$ cat src/rtl/alu_pkg.sv
// -----------------------------------------------------------------------------
// alu_pkg
// Shared ALU control encoding used by both the ALU control decoder and the
// execute-stage unit, so that the two ends of the control path agree on one
// code table. Also provides a legality check for incoming control codes.
// No ports (package).
// -----------------------------------------------------------------------------
package alu_pkg;

  localparam logic [3:0] ALU_CTL_AND     = 4'd0;
  localparam logic [3:0] ALU_CTL_OR      = 4'd1;
  localparam logic [3:0] ALU_CTL_ADD     = 4'd2;
  localparam logic [3:0] ALU_CTL_SUB     = 4'd6;
  localparam logic [3:0] ALU_CTL_INVALID = 4'd15;

  // True only for the four operations the execute unit implements.
  function automatic logic alu_ctl_is_legal(input logic [3:0] ctl);
    logic legal;
    case (ctl)
      ALU_CTL_AND,
      ALU_CTL_OR,
      ALU_CTL_ADD,
      ALU_CTL_SUB: legal = 1'b1;
      default:     legal = 1'b0;
    endcase
    return legal;
  endfunction

endpackage

$ cat src/rtl/alu_core.sv
// -----------------------------------------------------------------------------
// alu_core
// Purely combinational ALU datapath evaluated in the result stage.
// Ports:
//   ctl     in   4     ALU control code (alu_pkg encoding)
//   a, b    in   XLEN  operands
//   result  out  XLEN  AND/OR bitwise, ADD/SUB wrapping; 0 for illegal codes
//   zero    out  1     result == 0 for legal codes, forced 0 for illegal codes
//   illegal out  1     ctl is not one of the implemented operations
// -----------------------------------------------------------------------------
module alu_core
  import alu_pkg::*;
#(
  parameter int XLEN = 32
) (
  input  logic [3:0]      ctl,
  input  logic [XLEN-1:0] a,
  input  logic [XLEN-1:0] b,
  output logic [XLEN-1:0] result,
  output logic            zero,
  output logic            illegal
);

  // Operation select; unknown codes yield a zero result tagged illegal.
  always_comb begin
    result  = {XLEN{1'b0}};
    illegal = 1'b0;
    case (ctl)
      ALU_CTL_AND: result = a & b;
      ALU_CTL_OR:  result = a | b;
      ALU_CTL_ADD: result = a + b;
      ALU_CTL_SUB: result = a - b;
      default: begin
        result  = {XLEN{1'b0}};
        illegal = 1'b1;
      end
    endcase
  end

  // An illegal op must not look like a taken beq, so zero is masked.
  assign zero = !illegal && (result == {XLEN{1'b0}});

endmodule

$ cat src/rtl/alu_exec_unit.sv
// -----------------------------------------------------------------------------
// alu_exec_unit
// Two-stage execute unit between ID/EX and EX/MEM. S1 registers the accepted
// op and operands; S2 evaluates alu_core on S1 contents and registers the
// result, zero flag and illegal tag. Valid/ready on both sides, 1 op/cycle
// when unstalled, at most 2 ops held under backpressure.
// Ports:
//   clk         in   1     rising-edge clock
//   reset       in   1     synchronous active-high reset
//   in_valid    in   1     upstream presents an op
//   in_ready    out  1     op accepted this cycle (depends on out_ready, not in_valid)
//   alu_ctl     in   4     ALU control code
//   op_a, op_b  in   XLEN  operands
//   out_valid   out  1     result present
//   out_ready   in   1     downstream consumes result
//   result      out  XLEN  ALU result
//   zero        out  1     result == 0 (beq resolution)
//   illegal     out  1     result came from an illegal alu_ctl
//   err_sticky  out  1     any illegal op was accepted since reset
// -----------------------------------------------------------------------------
module alu_exec_unit
  import alu_pkg::*;
#(
  parameter int XLEN = 32
) (
  input  logic            clk,
  input  logic            reset,
  input  logic            in_valid,
  output logic            in_ready,
  input  logic [3:0]      alu_ctl,
  input  logic [XLEN-1:0] op_a,
  input  logic [XLEN-1:0] op_b,
  output logic            out_valid,
  input  logic            out_ready,
  output logic [XLEN-1:0] result,
  output logic            zero,
  output logic            illegal,
  output logic            err_sticky
);

  logic            s1_valid_r;
  logic [3:0]      s1_ctl_r;
  logic [XLEN-1:0] s1_a_r;
  logic [XLEN-1:0] s1_b_r;

  logic            s2_valid_r;
  logic [XLEN-1:0] result_r;
  logic            zero_r;
  logic            illegal_r;
  logic            err_sticky_r;

  logic            s2_load_s;
  logic            s1_advance_s;
  logic            s1_load_s;

  logic [XLEN-1:0] core_result_s;
  logic            core_zero_s;
  logic            core_illegal_s;

  // S2 can take new contents when empty or when its current result leaves.
  assign s2_load_s    = !s2_valid_r || out_ready;
  assign s1_advance_s = s1_valid_r && s2_load_s;
  // Ready is held low during reset so nothing is accepted on a reset cycle.
  assign in_ready     = !reset && (!s1_valid_r || s1_advance_s);
  assign s1_load_s    = in_valid && in_ready;

  alu_core #(
    .XLEN (XLEN)
  ) u_alu_core (
    .ctl     (s1_ctl_r),
    .a       (s1_a_r),
    .b       (s1_b_r),
    .result  (core_result_s),
    .zero    (core_zero_s),
    .illegal (core_illegal_s)
  );

  // S1 operand register: load on accept, empty when it moves on without refill.
  always_ff @(posedge clk) begin
    if (reset) begin
      s1_valid_r <= 1'b0;
      s1_ctl_r   <= 4'd0;
      s1_a_r     <= {XLEN{1'b0}};
      s1_b_r     <= {XLEN{1'b0}};
    end else if (s1_load_s) begin
      s1_valid_r <= 1'b1;
      s1_ctl_r   <= alu_ctl;
      s1_a_r     <= op_a;
      s1_b_r     <= op_b;
    end else if (s1_advance_s) begin
      s1_valid_r <= 1'b0;
    end else begin
      s1_valid_r <= s1_valid_r;
    end
  end

  // S2 result register: outputs only change when S2 is free to reload.
  always_ff @(posedge clk) begin
    if (reset) begin
      s2_valid_r <= 1'b0;
      result_r   <= {XLEN{1'b0}};
      zero_r     <= 1'b0;
      illegal_r  <= 1'b0;
    end else if (s2_load_s) begin
      s2_valid_r <= s1_valid_r;
      if (s1_valid_r) begin
        result_r  <= core_result_s;
        zero_r    <= core_zero_s;
        illegal_r <= core_illegal_s;
      end
    end
  end

  // Sticky error flag: set at acceptance of an illegal code, cleared by reset only.
  always_ff @(posedge clk) begin
    if (reset) begin
      err_sticky_r <= 1'b0;
    end else if (s1_load_s && !alu_ctl_is_legal(alu_ctl)) begin
      err_sticky_r <= 1'b1;
    end
  end

  assign out_valid  = s2_valid_r;
  assign result     = result_r;
  assign zero       = zero_r;
  assign illegal    = illegal_r;
  assign err_sticky = err_sticky_r;

endmodule

$ cat config.mk
export PLATFORM = sky130hd
export DESIGN_NAME = alu_exec_unit
export DESIGN_NICKNAME = d
export VERILOG_FILES = /design/src/rtl/alu_pkg.sv /design/src/rtl/alu_core.sv /design/src/rtl/alu_exec_unit.sv
export SDC_FILE = /design/constraint.sdc
export NUM_CORES = 1
export LEC_CHECK = 0
export BUFFER_PORTS_ARGS = -buffer_cell sky130_fd_sc_hd__buf_2
export CAP_MARGIN = 10
export CORE_ASPECT_RATIO = 0.6
export CORE_UTILIZATION = 58
export DETAILED_ROUTE_END_ITERATION = 7
export HOLD_SLACK_MARGIN = 0.02
export PLACE_DENSITY_LB_ADDON = 0.05
export SYNTH_ARGS = -nofsm -noshare
export SYNTH_HDL_FRONTEND = slang
export SYNTH_SLANG_ARGS = --single-unit
$ cat constraint.sdc
create_clock -name clk -period 5.1 [get_ports clk]
set_input_delay 1.02 -clock clk [delete_from_list [all_inputs] [get_ports clk]]
set_output_delay 1.02 -clock clk [all_outputs]
set_load 0.03 [all_outputs]
==> results of run 1 <==
[critical path, cell delays in order (launching register included)]
cell and delay, ns:
dfxtp_1 0.39, or4_4 0.57, or3_4 0.37, or4_1 0.46
or3_1 0.43, o21ai_1 0.21, xor2_1 0.17, ha_1 0.33
a21oi_1 0.25, nor2b_1 0.07, o21a_1 0.17, a311oi_1 0.22
o21ai_0 0.16, xor2_1 0.17, a22oi_1 0.40, and4_1 0.29
o2111ai_2 0.09, o21ai_1 0.16
[cells in the mapped netlist (all sizes together) (5+ instances only)]
library cell and n:
nand2b 6, nor3 18, and3 8, xor2 26, nand4 8, nor4 5, nand3 6, inv 11
o21a 7, a21o 14, o31ai 11, ha 34, buf 10, maj3 28, dfxtp 105, clkbuf 44
o21ai 29, a21oi 47, or3 7, nor2b 7, o211ai 5, nand2 175, nand3b 65, a31oi 12
nor2 76, a211oi 25, xnor2 29, or4 5, a22oi 12, o41ai 5
[layout make-up]
cell class | count | share of cell area (%)
multi-input cells | 711 | 57.79
flip-flops and latches | 105 | 26.75
clock buffers | 9 | 2.866
clock inverters | 7 | 1.242
repair buffers | 121 | 8.279
inverters | 11 | 0.5254
well taps | 160 | 2.547
[state kept, by name, summed over array words and instances (netlist names)]
name / count
out_valid: 1
s1_b_r: 32
zero: 1
s1_a_r: 32
result: 32
s1_ctl_r: 4
s1_valid_r: 1
err_sticky: 1
illegal: 1
[path summary, 6_finish.rpt]
path | end | slack [ns] | cells past startpoint
max | zero | 0.11 | 17
min | illegal | 0.47 | 2
max reg2reg | zero | 0.11 | 17
min reg2reg | illegal | 0.47 | 2
[report_power, final]
group          internal (mW)  switching [mW]
registers              0.879          0.0691
logic                  0.285           0.462
clock network          0.396           0.356
total                   1.56           0.887
[stage by stage]
stage	total power [mW]	instances
global route	2.559	1124
CTS	2.425	1123
global placement	1.660	1107
floorplan	1.469	881
finish	2.447	1124
detailed placement	1.681	1107
[cells in the final DEF (no fill, tap or decap), types with 5 or more instances in the layout]
| cell | n |
|---|---|
| nand2_1 | 174 |
| buf_2 | 108 |
| dfxtp_1 | 105 |
| nor2_1 | 75 |
| nand3b_1 | 65 |
| a21oi_1 | 47 |
| ha_1 | 34 |
| xnor2_1 | 28 |
| maj3_1 | 28 |
| xor2_1 | 26 |
| a211oi_1 | 25 |
| o21ai_0 | 22 |
| nor3_1 | 16 |
| a21o_1 | 14 |
| a22oi_1 | 12 |
| buf_4 | 12 |
| a31oi_1 | 11 |
| inv_1 | 11 |
| o31ai_1 | 10 |
| clkbuf_16 | 9 |
| and3_1 | 8 |
| nand4_1 | 8 |
| o21a_1 | 7 |
| o21ai_1 | 7 |
| nand2b_1 | 6 |
| nor2b_1 | 6 |
| nand3_1 | 6 |
| or3_1 | 6 |
| o211ai_1 | 5 |
[logic make-up (layout without fill, tap and decap cells)]
group / Yosys count / in the layout / synth area share [%]
compound gates: 195 / 195 / 19.25
xor+xnor: 55 / 55 / 7.140
fa+ha+maj: 63 / 63 / 10.59
buf+inv: 65 / 148 / 3.579
flops: 105 / 105 / 30.68
mux: 2 / 2 / 0.2922
simple gates: 396 / 396 / 28.47
[routing by layer]
layer / up-vias / global-route usage [%] / wire length [um]
met5: - / 0 / 0
met4: 0 / 7.722 / 335
met3: 36 / 9.669 / 2222
met2: 367 / 47.24 / 8258
met1: 3221 / 53.41 / 10500
li1: 3294 / - / -
==> results.json, run 1 <==
{
  "vias": 6918,
  "multi_input_area_um2": 4542,
  "grt_pass1_vias": 5994,
  "slew_viol_final": 0,
  "cts-root-buf": "clkbuf_16",
  "vias_per_cell": 6.155,
  "drtIter0Drc": 712,
  "final_hold_viol_count": 0,
  "antenna_found_initial": 0,
  "yosys.area.top_type": "dfxtp_1",
  "synthDominantCellAreaShare_pct": 30.68,
  "fillers": 963,
  "start_kind": "flip-flop",
  "setup_ws_ns": 0.1103,
  "syn_nets": 988,
  "yosysWarnings": 0,
  "whs_ns": 0.4685,
  "synth-edff-count": 0,
  "cp-startpoint": "s1_b_r[6]",
  "gp_congestion": 0.9385,
  "required_ns": 5.39,
  "status": "finished clean",
  "fin_crit_ns": 4.990,
  "firstDrtPassIters": 7,
  "die_area_um2": 12270,
  "wl_per_cell_um": 18.97,
  "place_area_um2": 7495,
  "grt_usage_pct": 34.82,
  "syn_avg_cell_area_um2": 7.777,
  "cts_num_sinks": 105,
  "clk_latency_ns": 0.36,
  "synth-seq-cells": 105,
  "post-route-util_pct": 68.87,
  "grt_pass1_wl_um": 32630,
  "slew_headroom_pct": 22.60,
  "die_h_um": 86.19,
  "ys.flop_type": "dfxtp_1",
  "hold_path_class": "reg2reg",
  "row_count": 30,
  "rsz0062_at_grt": "false",
  "gr-total-overflow": 0,
  "period_share_pct": 97.84,
  "post-place-ws_ns": 0.1449,
  "netlist_area_um2": 6852,
  "async_flop_share_pct": 0,
  "power-per-cell-area_nw_per_um2": 311.3,
  "fin_skew_ns": 0.009818,
  "worstSetupPathType": "reg2reg",
  "n_antenna_cell": 0,
  "cts_setup_buffers": 0,
  "fmax_mhz": 200.4,
  "synth.area.top_cells": "dfxtp_1, nand2_1, nand3b_1",
  "start_util_pct": 60.04,
  "max_cap_viol_count": 0,
  "port_buffers": 108,
  "hpwlAfterDp_um": 15630,
  "tightest_slew_ns": 1.161,
  "cts_htree_levels": 3,
  "cts_buffers": 9,
  "regArea_um2": 2102,
  "worst_ir_drop_vdd_v": 0.0001482,
  "ys_seq_area_share_pct": 30.68,
  "leakage_nw": 3.582,
  "holdBufCountCts": 0,
  "synth_cell_type_count": 64,
  "synthCells": 881,
  "cts_resized": 0,
  "r2r-start": "s1_b_r[6]",
  "io_pins": 109,
  "grt_max_degree": 66,
  "final_nets": 1066,
  "ant_nets": 0,
  "post-route-drc-count": 0,
  "setup_viol": 0,
  "die_w_um": 142.3,
  "ctsLongestPathBuffers": 2,
  "cp.arrival_ns": 5.28,
  "stdcell_area_um2": 7859,
  "tritoncts": "done",
  "area_growth_pct": 14.70,
  "tns_ns": 0,
  "crit_fanout": 7,
  "end_kind": "flip-flop",
  "routed_wl_um": 21320,
  "drive_above_1_share_pct": 16.18,
  "hp-start": "illegal",
  "clkSlewWorstSetupHoldPaths_ns": 0.08,
  "core_um2": 11410
}
Power figures use the tool's default switching activity.
==> inputs of run 2 (changes only) <==
--- a/config.mk
+++ b/config.mk
@@ -7,8 +7,10 @@
 export LEC_CHECK = 0
 export BUFFER_PORTS_ARGS = -buffer_cell sky130_fd_sc_hd__buf_2
 export CAP_MARGIN = 10
+export CELL_PAD_IN_SITES_DETAIL_PLACEMENT = 1
+export CELL_PAD_IN_SITES_GLOBAL_PLACEMENT = 1
 export CORE_ASPECT_RATIO = 0.6
-export CORE_UTILIZATION = 58
+export CORE_UTILIZATION = 42
 export DETAILED_ROUTE_END_ITERATION = 7
 export HOLD_SLACK_MARGIN = 0.02
 export PLACE_DENSITY_LB_ADDON = 0.05
==> run 2 against run 1 <==
  * Register-to-register slack improved by 0.12 ns
  * Maximum frequency grew 2.5%
  * Global-route usage decreased by 6.3 points
  * Count of clock-buffer cells in the layout unchanged
  * Via count fell by 0.39%
  * Power is 1.1% lower
  * Clock skew down 0.0012 ns
  * Hold slack improved by 0.028 ns
  * Non-clock buffer count grew 2
  * Critical path type unchanged
==> results.json, run 2 (synthesis results as in run 1) <==
{
  "seqPwrFrac_pct": 39.3,
  "cts_num_sinks": 105,
  "internal_power_mw": 1.512,
  "gp_congestion": 0.9013,
  "core_um2": 15630,
  "p_comb_share_pct": 31.9,
  "start_kind": "flip-flop",
  "final_nets": 1068,
  "firstDrtPassIters": 5,
  "fillers": 1950,
  "r2r_setup_slack_ns": 0.23,
  "vias": 6891,
  "clk_latency_ns": 0.35,
  "row_count": 35,
  "end_kind": "flip-flop",
  "die_h_um": 100.9,
  "gr-total-overflow": 0,
  "grt_usage_pct": 28.53,
  "wl_per_cell_um": 20.48,
  "fin_crit_ns": 4.869,
  "io_pins": 109,
  "fmax_mhz": 205.4,
  "worstReg2RegEnd": "result[31]",
  "drive_above_1_share_pct": 17.39,
  "clock_power_share_pct": 28.8,
  "worstSetupPathType": "reg2reg",
  "setup_ws_ns": 0.2310,
  "grt_max_degree": 107,
  "slew_headroom_pct": 34.62,
  "die_w_um": 166.9,
  "n_antenna_cell": 0,
  "final_hold_viol_count": 0,
  "max_cap_viol_count": 0,
  "leakage_nw": 3.575,
  "worst_hold_path.num_cells": 2,
  "post-place-ws_ns": 0.07906,
  "power-per-cell-area_nw_per_um2": 304.5,
  "setup_viol": 0,
  "required_ns": 5.34,
  "tns_ns": 0,
  "cts_htree_levels": 3,
  "p_sw_mw": 0.9077,
  "critPathMaxStageDelay_ns": 0.55,
  "r2r-start": "s1_b_r[7]",
  "post-route-drc-count": 0,
  "hp-start": "err_sticky",
  "routed_wl_um": 23940,
  "ant_nets": 0,
  "die_area_um2": 16850,
  "r2r_cells": 17,
  "vias_per_cell": 5.895,
  "period_share_pct": 95.47,
  "clkSlewWorstSetupHoldPaths_ns": 0.08,
  "drtIter0Drc": 443,
  "start_util_pct": 43.83,
  "crit_buf_inv": 0,
  "holdBufCountCts": 0,
  "tightest_slew_ns": 0.9806,
  "status": "finished clean",
  "path_cells": "or4_4 > or3_4 > or4_4 > o41ai_2 > xor2_1 > ha_1 > a21o_1 > a221o_1 > a31oi_2 > o221ai_1 > nor2_2 > a31oi_2 > a31oi_2 > o21ai_1 > xnor2_1 > nor2_1 > o31a_1",
  "tritoncts": "done",
  "fin_skew_ns": 0.008615,
  "rsz0062_at_grt": "false",
  "most-common-layout-cells": "nand2_1, buf_2, dfxtp_1, nor2_1, nand3b_1",
  "worst_ir_drop_vdd_v": 0.0002038,
  "swShare_pct": 37.52,
  "antenna_found_initial": 0,
  "cpMostUsedCell": "a31oi_2",
  "cts-root-buf": "clkbuf_16",
  "cts_buffers": 9,
  "ctsLongestPathBuffers": 2,
  "final_common_cell": "nand2_1",
  "cp_slowest_cell": "or4_4",
  "port_buffers": 108,
  "hpwlAfterDp_um": 17740,
  "min_to": "err_sticky",
  "slew_viol_final": 0,
  "crit_fanout": 6,
  "grt_pass1_vias": 6622,
  "cp.arrival_ns": 5.11,
  "hold_path_class": "reg2reg",
  "crit_family": "compound AO/OA/AOI/OAI gates",
  "area_growth_pct": 15.96,
  "grt_pass1_wl_um": 37550
}
run 2: layer usage:
metal | up-vias | wire (um) | share of wire (%) | track usage [%]
met5 | - | 0 | 0 | 0
met4 | 0 | 147 | 0.61 | 3.917
met3 | 13 | 1804 | 7.5 | 4.633
met2 | 221 | 9753 | 41 | 42.03
met1 | 3364 | 12230 | 51 | 43.69
li1 | 3293 | - | - | -
run 2: through the flow:
| stage | cell area [um2] | hold slack (ns) | std cells | util (%) | total power, mW |
|---|---|---|---|---|---|
| 6_report | 7945 | 0.4965 | 1169 | 50.82 | 2.419 |
| 4_1_cts | 7854 | 0.5038 | 1168 | 50.24 | 2.403 |
| 3_5_place_dp | 7564 | 0.4670 | 1152 | 48.38 | 1.705 |
| 2_1_floorplan | 6852 | 0.4681 | 881 | - | 1.469 |
| 3_3_place_gp | 7564 | 0.4490 | 1152 | 48.38 | 1.673 |
| 5_1_grt | 7945 | 0.5174 | 1169 | 50.82 | 2.541 |
run 2: final cells by class:
| type | instances | area (um2) | area share, % |
|---|---|---|---|
| clock inverter | 7 | 65.06 | 0.8189 |
| tap | 203 | 254.0 | 3.197 |
| sequential | 105 | 2103 | 26.47 |
| multi-input combinational | 711 | 4591 | 57.78 |
| clock buffer | 9 | 225.2 | 2.835 |
| timing repair buffer | 123 | 665.6 | 8.378 |
| inverter | 11 | 41.29 | 0.5197 |
run 2: worst max path at each step:
stage,slack [ns],start,cells after the start,to
floorplan,0.42,s1_b_r[6],19,result[31]
global placement,0.24,s1_b_r[6],17,result[31]
detailed placement,0.08,s1_b_r[6],17,result[31]
CTS,0.04,s1_b_r[6],17,result[31]
global route,0.009,s1_b_r[7],17,zero
finish,0.23,s1_b_r[7],17,result[31]
run 2: power groups by stage:
stage	logic (mW)	clock network, mW	registers (mW)
after detailed placement	0.739	0	0.966
after CTS	0.747	0.708	0.947
after global placement	0.712	0	0.961
after floorplan	0.491	0	0.978
after global routing	0.841	0.743	0.957
final	0.772	0.697	0.950
run 2: worst min-delay path, stage by stage (launching register included):
cell and delay, ns:
dfxtp_1 0.34, a21oi_1 0.05, nor2_1 0.08
run 2: repair_timing:
action                     4_1_cts  5_1_grt
hold endpoints to repair         0        0
setup endpoints to repair        0        3
setup buffers                    0        0
resized for setup                0       16
==> inputs of run 3 (changes only) <==
--- a/config.mk
+++ b/config.mk
@@ -5,13 +5,15 @@
 export SDC_FILE = /design/constraint.sdc
 export NUM_CORES = 1
 export LEC_CHECK = 0
+export ABC_AREA = 1
 export BUFFER_PORTS_ARGS = -buffer_cell sky130_fd_sc_hd__buf_2
 export CAP_MARGIN = 10
 export CELL_PAD_IN_SITES_DETAIL_PLACEMENT = 1
 export CELL_PAD_IN_SITES_GLOBAL_PLACEMENT = 1
 export CORE_ASPECT_RATIO = 0.6
-export CORE_UTILIZATION = 42
+export CORE_UTILIZATION = 44
 export DETAILED_ROUTE_END_ITERATION = 7
+export GPL_TIMING_DRIVEN = 0
 export HOLD_SLACK_MARGIN = 0.02
 export PLACE_DENSITY_LB_ADDON = 0.05
 export SYNTH_ARGS = -nofsm -noshare
==> constraint.sdc (replaced) <==
create_clock -name clk -period 5.6 [get_ports clk]
set_input_delay 1.12 -clock clk [delete_from_list [all_inputs] [get_ports clk]]
set_output_delay 1.12 -clock clk [all_outputs]
set_load 0.03 [all_outputs]
==> run 3 against run 2 <==
  * Final cell count increased by 44%
  * Synthesized cell count rose by 51%
  * Count of clock-buffer cells in the layout unchanged
  * Maximum frequency increased by 9.1%
  * Clock skew grew 0.011 ns
  * Critical path type unchanged
  * Register-to-register slack better by 0.91 ns
  * Global-route usage increased by 7.8 points
  * Clock power up 3%
  * Setup slack better by 0.91 ns
  * Power grew 0.24%
  * Combinational power is 9.6% higher
==> results.json, run 3 <==
{
  "status": "finished clean",
  "ys_seq_area_share_pct": 26.57,
  "gr-total-overflow": 0,
  "max_cap_viol_count": 0,
  "p_sw_mw": 0.9985,
  "start_kind": "flip-flop",
  "p_comb_share_pct": 34.9,
  "synth-seq-cells": 105,
  "firstDrtPassIters": 5,
  "clock_power_share_pct": 29.6,
  "cp.arrival_ns": 4.75,
  "netlist_area_um2": 7913,
  "drive_above_1_share_pct": 10.34,
  "row_count": 37,
  "leakage_nw": 4.953,
  "gp_congestion": 0.9411,
  "rsz0062_at_grt": "false",
  "syn_avg_cell_area_um2": 5.967,
  "wl_per_cell_um": 19.77,
  "hpwlAfterDp_um": 27400,
  "power-per-cell-area_nw_per_um2": 266.8,
  "antenna_found_initial": 0,
  "vias_per_cell": 5.503,
  "synthDominantCellAreaShare_pct": 26.57,
  "area_growth_pct": 14.86,
  "holdBufCountCts": 0,
  "whs_ns": 0.5055,
  "seqPwrFrac_pct": 35.5,
  "cts_setup_buffers": 0,
  "tightest_slew_ns": 0.8589,
  "vias": 9267,
  "clk_latency_ns": 0.36,
  "layout.cells.non_filler": 1684,
  "async_flop_share_pct": 0,
  "yosysWarnings": 0,
  "ys.flop_type": "dfxtp_1",
  "fillers": 2510,
  "yosysMostFrequentCell": "nand2_1",
  "multi_input_area_um2": 4684,
  "fin_crit_ns": 4.463,
  "setup_viol": 0,
  "post-route-util_pct": 52.35,
  "routed_wl_um": 33290,
  "internal_power_mw": 1.427,
  "grt_pass1_vias": 9122,
  "hold_path_class": "reg2reg",
  "crit_fanout": 5,
  "worstSetupPathType": "reg2reg",
  "cts_htree_levels": 3,
  "grt_pass1_wl_um": 50590,
  "synthTopCellsByCount": "nand2_1, inv_1, nor2_1",
  "cts_resized": 0,
  "yosys.area.top_type": "dfxtp_1",
  "cts-root-buf": "clkbuf_16",
  "fmax_mhz": 224.1,
  "dp.cells": 1668,
  "start_util_pct": 45.58,
  "worst_ir_drop_vdd_v": 0.0001579,
  "drtIter0Drc": 781,
  "tns_ns": 0,
  "cts_buffers": 9,
  "die_area_um2": 18540,
  "grt_usage_pct": 36.36,
  "synthCells": 1326,
  "ant_nets": 0,
  "cts_num_sinks": 105,
  "swShare_pct": 41.17,
  "grt_max_degree": 23,
  "n_antenna_cell": 0,
  "required_ns": 5.88,
  "most-common-layout-cells": "nand2_1, inv_1, nor2_1, buf_2, dfxtp_1",
  "regArea_um2": 2102,
  "final_nets": 1552,
  "synth-edff-count": 0,
  "slew_viol_final": 0,
  "core_um2": 17360,
  "fin_skew_ns": 0.01957,
  "period_share_pct": 79.69,
  "slew_headroom_pct": 42.74,
  "final_common_cell": "nand2_1",
  "tritoncts": "done",
  "die_w_um": 175.1,
  "ctsLongestPathBuffers": 2,
  "end_kind": "flip-flop",
  "port_buffers": 108,
  "synth.area.top_cells": "dfxtp_1, nand2_1, inv_1",
  "syn_nets": 1433,
  "die_h_um": 105.9,
  "post-route-drc-count": 0,
  "synth_cell_type_count": 36,
  "io_pins": 109,
  "clkSlewWorstSetupHoldPaths_ns": 0.09,
  "final_hold_viol_count": 0
}
[run 3: cell count changes after synthesis, moves of 28 or more]
cell	before	now
nor2_1	76	145
nand3b_1	65	6
nand3_1	6	84
xnor2_1	28	0
maj3_1	28	0
nand2_1	175	385
inv_1	11	249
o31ai_1	11	67
[run 3: power by group through the flow]
stage | sequential, mW | combinational, mW | clock, mW
2_1_floorplan | 0.888 | 0.515 | 0
3_3_place_gp | 0.871 | 0.788 | 0
3_5_place_dp | 0.873 | 0.815 | 0
4_1_cts | 0.857 | 0.827 | 0.718
5_1_grt | 0.865 | 0.926 | 0.744
6_report | 0.861 | 0.846 | 0.717
[run 3: path summary, 6_finish.rpt]
path	cells past startpoint	slack, ns	from	endpoint
min reg2reg	2	0.51	result[8]	result[8]
min	2	0.51	result[8]	result[8]
max	26	1.14	s1_b_r[1]	zero
max reg2reg	26	1.14	s1_b_r[1]	zero
[run 3: cell families (layout without fill, tap and decap cells)]
family / count (synthesis) / count (layout) / synth area share (%)
adders and majority gates: 35 / 35 / 5.629
AOI/OAI and AO/OA: 205 / 205 / 16.13
and+or+nand+nor: 657 / 657 / 34.23
buffers and inverters: 295 / 419 / 14.23
DFF: 105 / 105 / 26.57
xor gates and xnor gates: 29 / 29 / 3.210
[run 3: critical path, stage by stage, from the launching register on]
cell and delay (ns):
dfxtp_1 0.33, inv_1 0.17, ha_1 0.22, nand3_2 0.11, nor3_2 0.18, nand3_2 0.11, nor3_2 0.20, nand3_1 0.14
nor2_1 0.19, nand3_1 0.15, o21a_1 0.23, xor2_1 0.17, ha_1 0.40, nand2_1 0.13, nor2_1 0.21, inv_1 0.07
nor3_1 0.20, nand3_1 0.16, nand3_1 0.10, nand2_1 0.05, nand3_1 0.17, nand2_1 0.10, inv_1 0.17, nand2_1 0.09
nor2_1 0.14, nand4_1 0.09, a21oi_1 0.12
[run 3: cell type report]
type                    count  share of cell area [%]
plain buffers              42                   1.941
clock buffers               9                   2.478
clock inverters             7                   1.294
inverters                 253                   10.45
multi-input cells         926                   51.54
flip-flops and latches    105                   23.13
well taps                 234                   3.221
repair buffers            108                   5.947
[run 3: per-stage QoR]
step	setup WS, ns	power [mW]	area (um2)
after global placement	1.394	1.659	8746
final	1.137	2.425	9089
after global routing	0.8100	2.535	9089
after CTS	1.243	2.402	9089
after detailed placement	1.301	1.688	8746
after floorplan	2.322	1.403	7913
[run 3: metal layers]
layer / vias to the layer above / track usage, % / part of all wire (%) / wire length, um
li1: 4445 / - / - / -
met1: 4432 / 52.85 / 49 / 16220
met2: 364 / 51.25 / 39 / 12920
met3: 26 / 12.66 / 11 / 3737
met4: 0 / 6.460 / 1.2 / 411
met5: - / 0 / 0 / 0
